## src/rtl/shift_seq_pkg.sv

```systemverilog
// -----------------------------------------------------------------------------
// shift_seq_pkg
// Shared definitions for the shift_sequencer command stage.
//   DATA_W   : operand width handled by the external barrel_shifter
//   STEP_MAX : largest amount the barrel_shifter applies in one pass. It is
//              fixed by the 2-bit shift_value port, so do not change it.
//   state_t  : sequencer FSM states
// -----------------------------------------------------------------------------
package shift_seq_pkg;

  localparam int DATA_W   = 4;
  localparam int STEP_MAX = 3;

  typedef enum logic [1:0] {
    IDLE = 2'd0,
    RUN  = 2'd1,
    DONE = 2'd2
  } state_t;

endpackage

```

## src/rtl/shift_sequencer_if.sv

```systemverilog
// -----------------------------------------------------------------------------
// shift_sequencer_if
// Bundles the command port, the response port and the barrel_shifter side
// channel of shift_sequencer.
//   cmd_*  : command valid/ready with operand, amount, rotate and left flags
//   rsp_*  : result valid/ready with result data
//   sh_*   : drive/capture of the external combinational barrel_shifter
//   busy   : sequencer is in RUN or DONE
// Modports:
//   slave  : the sequencer's view
//   master : the environment's view (command source, result sink, shifter)
// -----------------------------------------------------------------------------
interface shift_sequencer_if #(
  parameter int AMT_W = 4
);
  import shift_seq_pkg::*;

  logic              cmd_valid;
  logic              cmd_ready;
  logic [DATA_W-1:0] cmd_data;
  logic [AMT_W-1:0]  cmd_amount;
  logic              cmd_rotate;
  logic              cmd_left;

  logic              sh_select;
  logic              sh_direction;
  logic [1:0]        sh_amount;
  logic [DATA_W-1:0] sh_din;
  logic [DATA_W-1:0] sh_dout;

  logic              rsp_valid;
  logic              rsp_ready;
  logic [DATA_W-1:0] rsp_data;

  logic              busy;

  modport slave (
    input  cmd_valid, cmd_data, cmd_amount, cmd_rotate, cmd_left,
    output cmd_ready,
    output sh_select, sh_direction, sh_amount, sh_din,
    input  sh_dout,
    output rsp_valid, rsp_data,
    input  rsp_ready,
    output busy
  );

  modport master (
    output cmd_valid, cmd_data, cmd_amount, cmd_rotate, cmd_left,
    input  cmd_ready,
    input  sh_select, sh_direction, sh_amount, sh_din,
    output sh_dout,
    input  rsp_valid, rsp_data,
    output rsp_ready,
    input  busy
  );

endinterface

```

## src/rtl/shift_sequencer.sv

```systemverilog
// -----------------------------------------------------------------------------
// shift_sequencer
// Breaks a shift/rotate command of up to 2^AMT_W-1 bits into passes of at most
// STEP_MAX bits through an external 4-bit combinational barrel_shifter. The
// shifter output is captured into the working register every RUN cycle; the
// final pass result is returned on the response port.
// Ports:
//   clk   : clock, rising edge
//   rst_n : synchronous active-low reset
//   bus   : shift_sequencer_if.slave (cmd_*, rsp_*, sh_*, busy)
// Optional feature (macro SHIFT_SEQ_ROT_MOD_EN):
//   When defined, a rotate command keeps only amount mod 4 at accept, so a
//   rotate needs at most one pass. Results are the same; only latency changes.
// -----------------------------------------------------------------------------
module shift_sequencer
  import shift_seq_pkg::*;
#(
  parameter int AMT_W = 4
) (
  input  logic                clk,
  input  logic                rst_n,
  shift_sequencer_if.slave    bus
);

  state_t            state_reg, state_next;
  logic [DATA_W-1:0] work_reg, work_next;
  logic [DATA_W-1:0] rsp_data_reg, rsp_data_next;
  logic [AMT_W-1:0]  remaining_reg, remaining_next;
  logic              rot_reg, rot_next;
  logic              left_reg, left_next;

  logic [AMT_W-1:0]  amount_eff;
  logic [1:0]        step;
  logic              last_pass;

  always_ff @(posedge clk) begin
    if (!rst_n) begin
      state_reg     <= IDLE;
      work_reg      <= '0;
      rsp_data_reg  <= '0;
      remaining_reg <= '0;
      rot_reg       <= 1'b0;
      left_reg      <= 1'b0;
    end else begin
      state_reg     <= state_next;
      work_reg      <= work_next;
      rsp_data_reg  <= rsp_data_next;
      remaining_reg <= remaining_next;
      rot_reg       <= rot_next;
      left_reg      <= left_next;
    end
  end

  // Amount actually iterated for an incoming command. Rotating by 4 is the
  // identity on a 4-bit word, so only the low two bits of a rotate matter.
  always_comb begin
`ifdef SHIFT_SEQ_ROT_MOD_EN
    amount_eff = bus.cmd_rotate ? AMT_W'(bus.cmd_amount[1:0]) : bus.cmd_amount;
`else
    amount_eff = bus.cmd_amount;
`endif
  end

  // Per-pass step is min(remaining, STEP_MAX); the pass that consumes the
  // rest of the amount is the last one.
  assign last_pass = (remaining_reg <= AMT_W'(STEP_MAX));
  assign step      = last_pass ? remaining_reg[1:0] : 2'(STEP_MAX);

  always_comb begin
    state_next       = state_reg;
    work_next        = work_reg;
    rsp_data_next    = rsp_data_reg;
    remaining_next   = remaining_reg;
    rot_next         = rot_reg;
    left_next        = left_reg;
    bus.sh_select    = 1'b0;
    bus.sh_direction = 1'b0;
    bus.sh_amount    = 2'd0;
    bus.sh_din       = '0;

    unique case (state_reg)
      IDLE: begin
        if (bus.cmd_valid) begin
          work_next      = bus.cmd_data;
          remaining_next = amount_eff;
          rot_next       = bus.cmd_rotate;
          left_next      = bus.cmd_left;
          if (amount_eff == '0) begin
            rsp_data_next = bus.cmd_data;
            state_next    = DONE;
          end else begin
            state_next    = RUN;
          end
        end
      end

      RUN: begin
        bus.sh_select    = rot_reg;
        bus.sh_direction = left_reg;
        bus.sh_amount    = step;
        bus.sh_din       = work_reg;
        work_next        = bus.sh_dout;
        remaining_next   = remaining_reg - AMT_W'(step);
        if (last_pass) begin
          rsp_data_next = bus.sh_dout;
          state_next    = DONE;
        end
      end

      DONE: begin
        // cmd_ready stays low here, so a new command waits for IDLE.
        if (bus.rsp_ready) begin
          state_next = IDLE;
        end
      end

      default: state_next = IDLE;
    endcase
  end

  assign bus.cmd_ready = (state_reg == IDLE);
  assign bus.rsp_valid = (state_reg == DONE);
  assign bus.rsp_data  = rsp_data_reg;
  assign bus.busy      = (state_reg != IDLE);

endmodule

```

## src/flat_wrapper.sv

```systemverilog
// flat-port wrapper written by rule: the top's interface ports become plain ports
module shift_sequencer_flat import shift_seq_pkg::*;
#(
  parameter int AMT_W = 4
)
  (clk, rst_n, bus_cmd_valid, bus_cmd_data, bus_cmd_amount, bus_cmd_rotate, bus_cmd_left, bus_cmd_ready, bus_sh_select, bus_sh_direction, bus_sh_amount, bus_sh_din, bus_sh_dout, bus_rsp_valid, bus_rsp_data, bus_rsp_ready, bus_busy);
  shift_sequencer_if #(.AMT_W(AMT_W)) bus_i ();
  input  logic clk;
  input  logic rst_n;
  input wire logic [$bits(bus_i.cmd_valid)-1:0] bus_cmd_valid;
  input wire logic [$bits(bus_i.cmd_data)-1:0] bus_cmd_data;
  input wire logic [$bits(bus_i.cmd_amount)-1:0] bus_cmd_amount;
  input wire logic [$bits(bus_i.cmd_rotate)-1:0] bus_cmd_rotate;
  input wire logic [$bits(bus_i.cmd_left)-1:0] bus_cmd_left;
  output wire logic [$bits(bus_i.cmd_ready)-1:0] bus_cmd_ready;
  output wire logic [$bits(bus_i.sh_select)-1:0] bus_sh_select;
  output wire logic [$bits(bus_i.sh_direction)-1:0] bus_sh_direction;
  output wire logic [$bits(bus_i.sh_amount)-1:0] bus_sh_amount;
  output wire logic [$bits(bus_i.sh_din)-1:0] bus_sh_din;
  input wire logic [$bits(bus_i.sh_dout)-1:0] bus_sh_dout;
  output wire logic [$bits(bus_i.rsp_valid)-1:0] bus_rsp_valid;
  output wire logic [$bits(bus_i.rsp_data)-1:0] bus_rsp_data;
  input wire logic [$bits(bus_i.rsp_ready)-1:0] bus_rsp_ready;
  output wire logic [$bits(bus_i.busy)-1:0] bus_busy;
  assign bus_i.cmd_valid = bus_cmd_valid;
  assign bus_i.cmd_data = bus_cmd_data;
  assign bus_i.cmd_amount = bus_cmd_amount;
  assign bus_i.cmd_rotate = bus_cmd_rotate;
  assign bus_i.cmd_left = bus_cmd_left;
  assign bus_cmd_ready = bus_i.cmd_ready;
  assign bus_sh_select = bus_i.sh_select;
  assign bus_sh_direction = bus_i.sh_direction;
  assign bus_sh_amount = bus_i.sh_amount;
  assign bus_sh_din = bus_i.sh_din;
  assign bus_i.sh_dout = bus_sh_dout;
  assign bus_rsp_valid = bus_i.rsp_valid;
  assign bus_rsp_data = bus_i.rsp_data;
  assign bus_i.rsp_ready = bus_rsp_ready;
  assign bus_busy = bus_i.busy;
  shift_sequencer #(.AMT_W(AMT_W)) u_core (.clk(clk), .rst_n(rst_n), .bus(bus_i));
endmodule
```

## config.mk

```make
export PLATFORM = sky130hd
export DESIGN_NAME = shift_sequencer_flat
export DESIGN_NICKNAME = d
export VERILOG_FILES = /design/src/rtl/shift_seq_pkg.sv /design/src/rtl/shift_sequencer_if.sv /design/src/rtl/shift_sequencer.sv /design/src/flat_wrapper.sv
export SDC_FILE = /design/constraint.sdc
export NUM_CORES = 1
export LEC_CHECK = 0
export BUFFER_PORTS_ARGS = -buffer_cell sky130_fd_sc_hd__buf_2
export CAP_MARGIN = 5
export CORE_ASPECT_RATIO = 0.7
export CORE_MARGIN = 3
export CORE_UTILIZATION = 45
export CTS_CLUSTER_SIZE = 24
export DETAILED_ROUTE_END_ITERATION = 10
export PLACE_DENSITY = 0.74
export SLEW_MARGIN = 20
export SYNTH_ARGS = -nofsm -noshare
export SYNTH_HDL_FRONTEND = slang
export SYNTH_SLANG_ARGS = --single-unit
```

## constraint.sdc

```tcl
create_clock -name clk -period 2.2 [get_ports clk]
set_input_delay 0.44 -clock clk [delete_from_list [all_inputs] [get_ports clk]]
set_output_delay 0.44 -clock clk [all_outputs]
set_load 0.02 [all_outputs]
```

-- After elaboration in Yosys (flattened, before gate mapping)
Index checks and enable logic that the tools add are counted.
- bits in registers: 16
- latch bits: 0
- RAM bits: 0
- bits in read-only memories: 0
- input bits: 18
- output and inout bits: 15
- memories: 0
- add/subtract/negate cells: 1
- multiply operators: 0
- div/mod/pow operators: 0
- magnitude comparators: 1
- eq/ne operators: 6
- shifts and indexed selects: 0
- mux-type cells: 18
- bitwise gates (word level): 0
- reduce and logical (&&, ||, !) cells: 8
- operator list (kind ; number):
    4-bit two-way mux ; 6
    4-bit one-hot mux with 2 select lines ; 3
    2-bit two-way mux ; 6
    2-bit by 1-bit != test with 1-bit output, second input constant ; 3
    2-bit one-hot mux with 3 select lines ; 1
    4-bit by 2-bit less-or-equal comparator with 1-bit output, second input constant ; 1
    4-bit logical NOT ; 1
    2-bit AND reduction ; 2
    4-bit AND reduction ; 1
    2-bit nonzero test ; 2
    4-bit by 2-bit subtractor with 4-bit output ; 1
    3-bit AND reduction ; 1
    2-bit by 1-bit == test with 1-bit output, second input constant ; 1
    2-bit == test, second input constant ; 1
    2-bit logical NOT ; 1
    1-bit two-way mux ; 2
    2-bit != test, second input constant ; 1

-- Logic depth before layout (Yosys ltp)
- depth in word-level cells: 4
- depth in mapped cells: 6
- gate-level depth less buffers: 6

-- Worst setup path after synthesis
OpenSTA, ideal clock, no wires.
- path kind: input to register
- start point: in bus_cmd_amount[3]
- end point: reg u_core.rsp_data_reg[0] (netlist: u_core.bus.rsp_data[0])
- setup time: 95 ps
- arrival time: 1554 ps
- data required time: 2105 ps
- slack: 551 ps
- stages on the path: 3
- path buffers: 0
- cell sequence: or4_1 -> a22o_1 -> a221oi_1
- longest elaborated chain between the ends: 3
- RTL lines (what ; line ; text):
    from (decl) ; flat_wrapper.sv:12 ; input wire logic [$bits(bus_i.cmd_amount)-1:0] bus_cmd_amount;
    4-bit logical NOT ; shift_sequencer.sv:88 ; if (amount_eff == '0) begin
    2-bit by 1-bit != test with 1-bit output (no source line) ; -- ;
    4-bit AND reduction (no source line) ; -- ;
    to (signal assigned) ; shift_sequencer.sv:47 ; rsp_data_reg <= rsp_data_next;
    to (decl) ; shift_sequencer.sv:27 ; logic [DATA_W-1:0] rsp_data_reg, rsp_data_next;
No other way between the ends.
A chain may end at the register's enable or synchronous reset.

-- Worst setup path in the final report
- start point: reg u_core.state_reg[0]
- end point: out bus_sh_direction
- longest elaborated chain between the ends: 2
- RTL lines (what ; line ; text):
    from (decl) ; shift_sequencer.sv:25 ; state_t state_reg, state_next;
    from (signal assigned) ; shift_sequencer.sv:45 ; state_reg <= state_next;
    2-bit by 1-bit == test with 1-bit output ; shift_sequencer.sv:81 ; unique case (state_reg)
    1-bit two-way mux ; shift_sequencer.sv:81 ;
    to (decl) ; flat_wrapper.sv:17 ; output wire logic [$bits(bus_i.sh_direction)-1:0] bus_sh_direction;
No other way between the ends.

==> results.json <==
{
  "drive_above_1_share": 0.319,
  "dpl_worst_slack_ps": 340,
  "areaGrowthSynthToFinish_pct": 26.0,
  "cts_resized": 0,
  "synthArstFlopShare": 0,
  "synthTopCellsByArea": "dfxtp_1 (38%), o221a_2 (5.3%), inv_1 (4.9%)",
  "holdWs_ps": 382,
  "r2r_setup_slack_ps": 440,
  "cp_max_fo": 8,
  "regArea_um2": 320,
  "crit_type": "reg2out",
  "hp-start": "bus_cmd_left",
  "r2r_cells": 3,
  "nFillCells": 155,
  "die-area_mm2": 0.00246,
  "clock-sinks": 16,
  "cp-end-kind": "output port",
  "htree_num_levels": 1,
  "r2r-end": "u_core.bus.rsp_data[1]",
  "io_pins": 33,
  "wl_um": 2110,
  "slew_violations": 0,
  "die_w_um": 58.0,
  "finClkSkew_ps": 1.45,
  "track_usage": 0.176,
  "antennaDiodeCount": 0,
  "hold_violations": 0,
  "cts_setup_buffers": 0,
  "ant_nets": 0,
  "hpwl_um": 1650,
  "ys.flop_type": "dfxtp_1",
  "tightest_slew_ps": 485,
  "postLayoutCoreUtil": 0.638,
  "ys_types": 33,
  "worstPathRequired_ps": 1760,
  "cts_max_path_buffers": 2,
  "cts_made_buffers": 3,
  "cts-root-buf": "clkbuf_4",
  "vias_per_cell": 5.47,
  "hold-path-endpoint": "u_core.left_reg",
  "multiInputGateArea_um2": 473,
  "die_height_um": 42.4,
  "status": "finished, final reports clean",
  "power.leakage_nw": 0.514,
  "grt_setup_unrepaired": "false",
  "maxCapViolations": 0,
  "setup_viol": 0,
  "clk-insertion-delay-late_ps": 290,
  "syn_area_um2": 851,
  "clkTransAtPathRegs_ps": 90,
  "peakVddDrop_v": 0.000456,
  "arrival_ps": 1550,
  "nets": 158,
  "power-per-cell-area_mw_per_mm2": 686,
  "firstDrtPassIters": 4,
  "gp_congestion": 0.844,
  "core.rowCount": 12,
  "yosysSeqAreaShare": 0.376,
  "hold_depth": 3,
  "ys_ff_latch": 16,
  "cts_tree": "done",
  "routedWlPerCell_um": 13.2,
  "setup_ws_ps": 213,
  "coreArea_mm2": 0.00168,
  "grt_max_degree": 15,
  "syn_avg_cell_area_um2": 8.18,
  "final.min_clock_period_ps": 1990,
  "grt_pass1_wl_um": 3280,
  "critPathLaunchType": "flip-flop",
  "yosysTopAreaCellShare": 0.376,
  "cts-hold-fix-buffers": 0,
  "drc": 0,
  "vias": 869,
  "io_buffer_count": 32,
  "max_freq_mhz": 503,
  "power_uw": 736,
  "slew_headroom": 0.676,
  "reg2reg_from": "u_core.state_reg[1]",
  "synth_nets": 123,
  "grt_pass1_vias": 723,
  "synth_edf_count": 0,
  "ys_warn_count": 0,
  "first_iter_violations": 35,
  "worstHoldPathType": "in2reg",
  "tns_ps": 0,
  "antenna_found_initial": 0,
  "grt_overflow": 0,
  "start_util": 0.506,
  "synth_top_area_cell": "dfxtp_1",
  "syn_inst": 104,
  "finalCritPeriodShare": 0.903
}
[cells by family (layout without fill, tap and decap cells)]
group	after synthesis	count (layout)	share of synthesized area
simple gates	40	40	0.257
compound gates	28	28	0.237
flops	16	16	0.376
buf+inv	15	49	0.0676
mux	4	4	0.0471
fa+ha+maj	1	1	0.0147
[cell usage after synthesis, types with 2 or more instances]
master	number
a221oi_1	4
o221a_2	4
nor3_1	3
dfxtp_1	16
o211ai_1	2
inv_1	11
mux2i_1	4
or2_2	2
nor2b_1	5
and2_1	6
nand2_1	10
clkbuf_1	2
a21oi_1	7
nor2_1	5
o21ai_0	5
[layout make-up]
type                    instances  share of cell area
inverters                      11              0.0385
well taps                      21              0.0245
clock buffers                   4              0.0338
repair buffers                 34               0.163
multi-input cells              73               0.441
flip-flops and latches         16               0.299
[per-stage QoR]
stage          area [um2]  std cells
3_3_place_gp         1040        155
2_1_floorplan         851        104
4_1_cts              1070        159
3_5_place_dp         1040        155
5_1_grt              1070        159
6_report             1070        159
[power breakdown]
| part | internal, mW | switching (mW) | total, mW |
|---|---|---|---|
| registers | 0.319 | 0.0258 | 0.345 |
| logic | 0.0852 | 0.109 | 0.194 |
| clock network | 0.101 | 0.0956 | 0.197 |
| total | 0.505 | 0.231 | 0.736 |
[worst max-delay path by stage]
| stage | start | endpoint | slack [ps] | cells after the start |
|---|---|---|---|---|
| after floorplan | bus_cmd_amount[3] | u_core.bus.rsp_data[0] | 550 | 3 |
| after global placement | bus_cmd_amount[3] | u_core.bus.rsp_data[2] | 380 | 4 |
| after detailed placement | bus_cmd_amount[3] | u_core.bus.rsp_data[1] | 340 | 4 |
| after CTS | u_core.state_reg[0] | bus_sh_direction | 180 | 3 |
| after global routing | u_core.state_reg[0] | bus_sh_direction | 60 | 3 |
| final | u_core.state_reg[0] | bus_sh_direction | 210 | 3 |
[cell usage in the layout, fill, tap and decap left out, types with 2 or more instances in the layout]
cell type / instances
a21oi_1: 7
a221oi_1: 4
and2_1: 6
buf_2: 32
buf_4: 2
clkbuf_4: 3
dfxtp_1: 16
inv_1: 11
mux2i_1: 4
nand2_1: 10
nor2_1: 5
nor2b_1: 5
nor3_1: 3
o211ai_1: 2
o21ai_0: 5
o221a_2: 4
or2_2: 2
[per-layer routing]
| metal | GRT usage | part of all wire | vias to the layer above |
|---|---|---|---|
| met2 | 0.255 | 0.43 | 29 |
| met4 | 0.0417 | 0.010 | 0 |
| met1 | 0.243 | 0.48 | 397 |
| met3 | 0.0708 | 0.082 | 4 |
| li1 | - | - | 439 |
| met5 | 0 | 0 | - |
[critical path, cell delays in order (launching register included)]
cell,delay (ps)
dfxtp_1,450
nor2b_1,460
and2_1,200
buf_2,160
No activity file was read; power rests on OpenSTA's default activity.
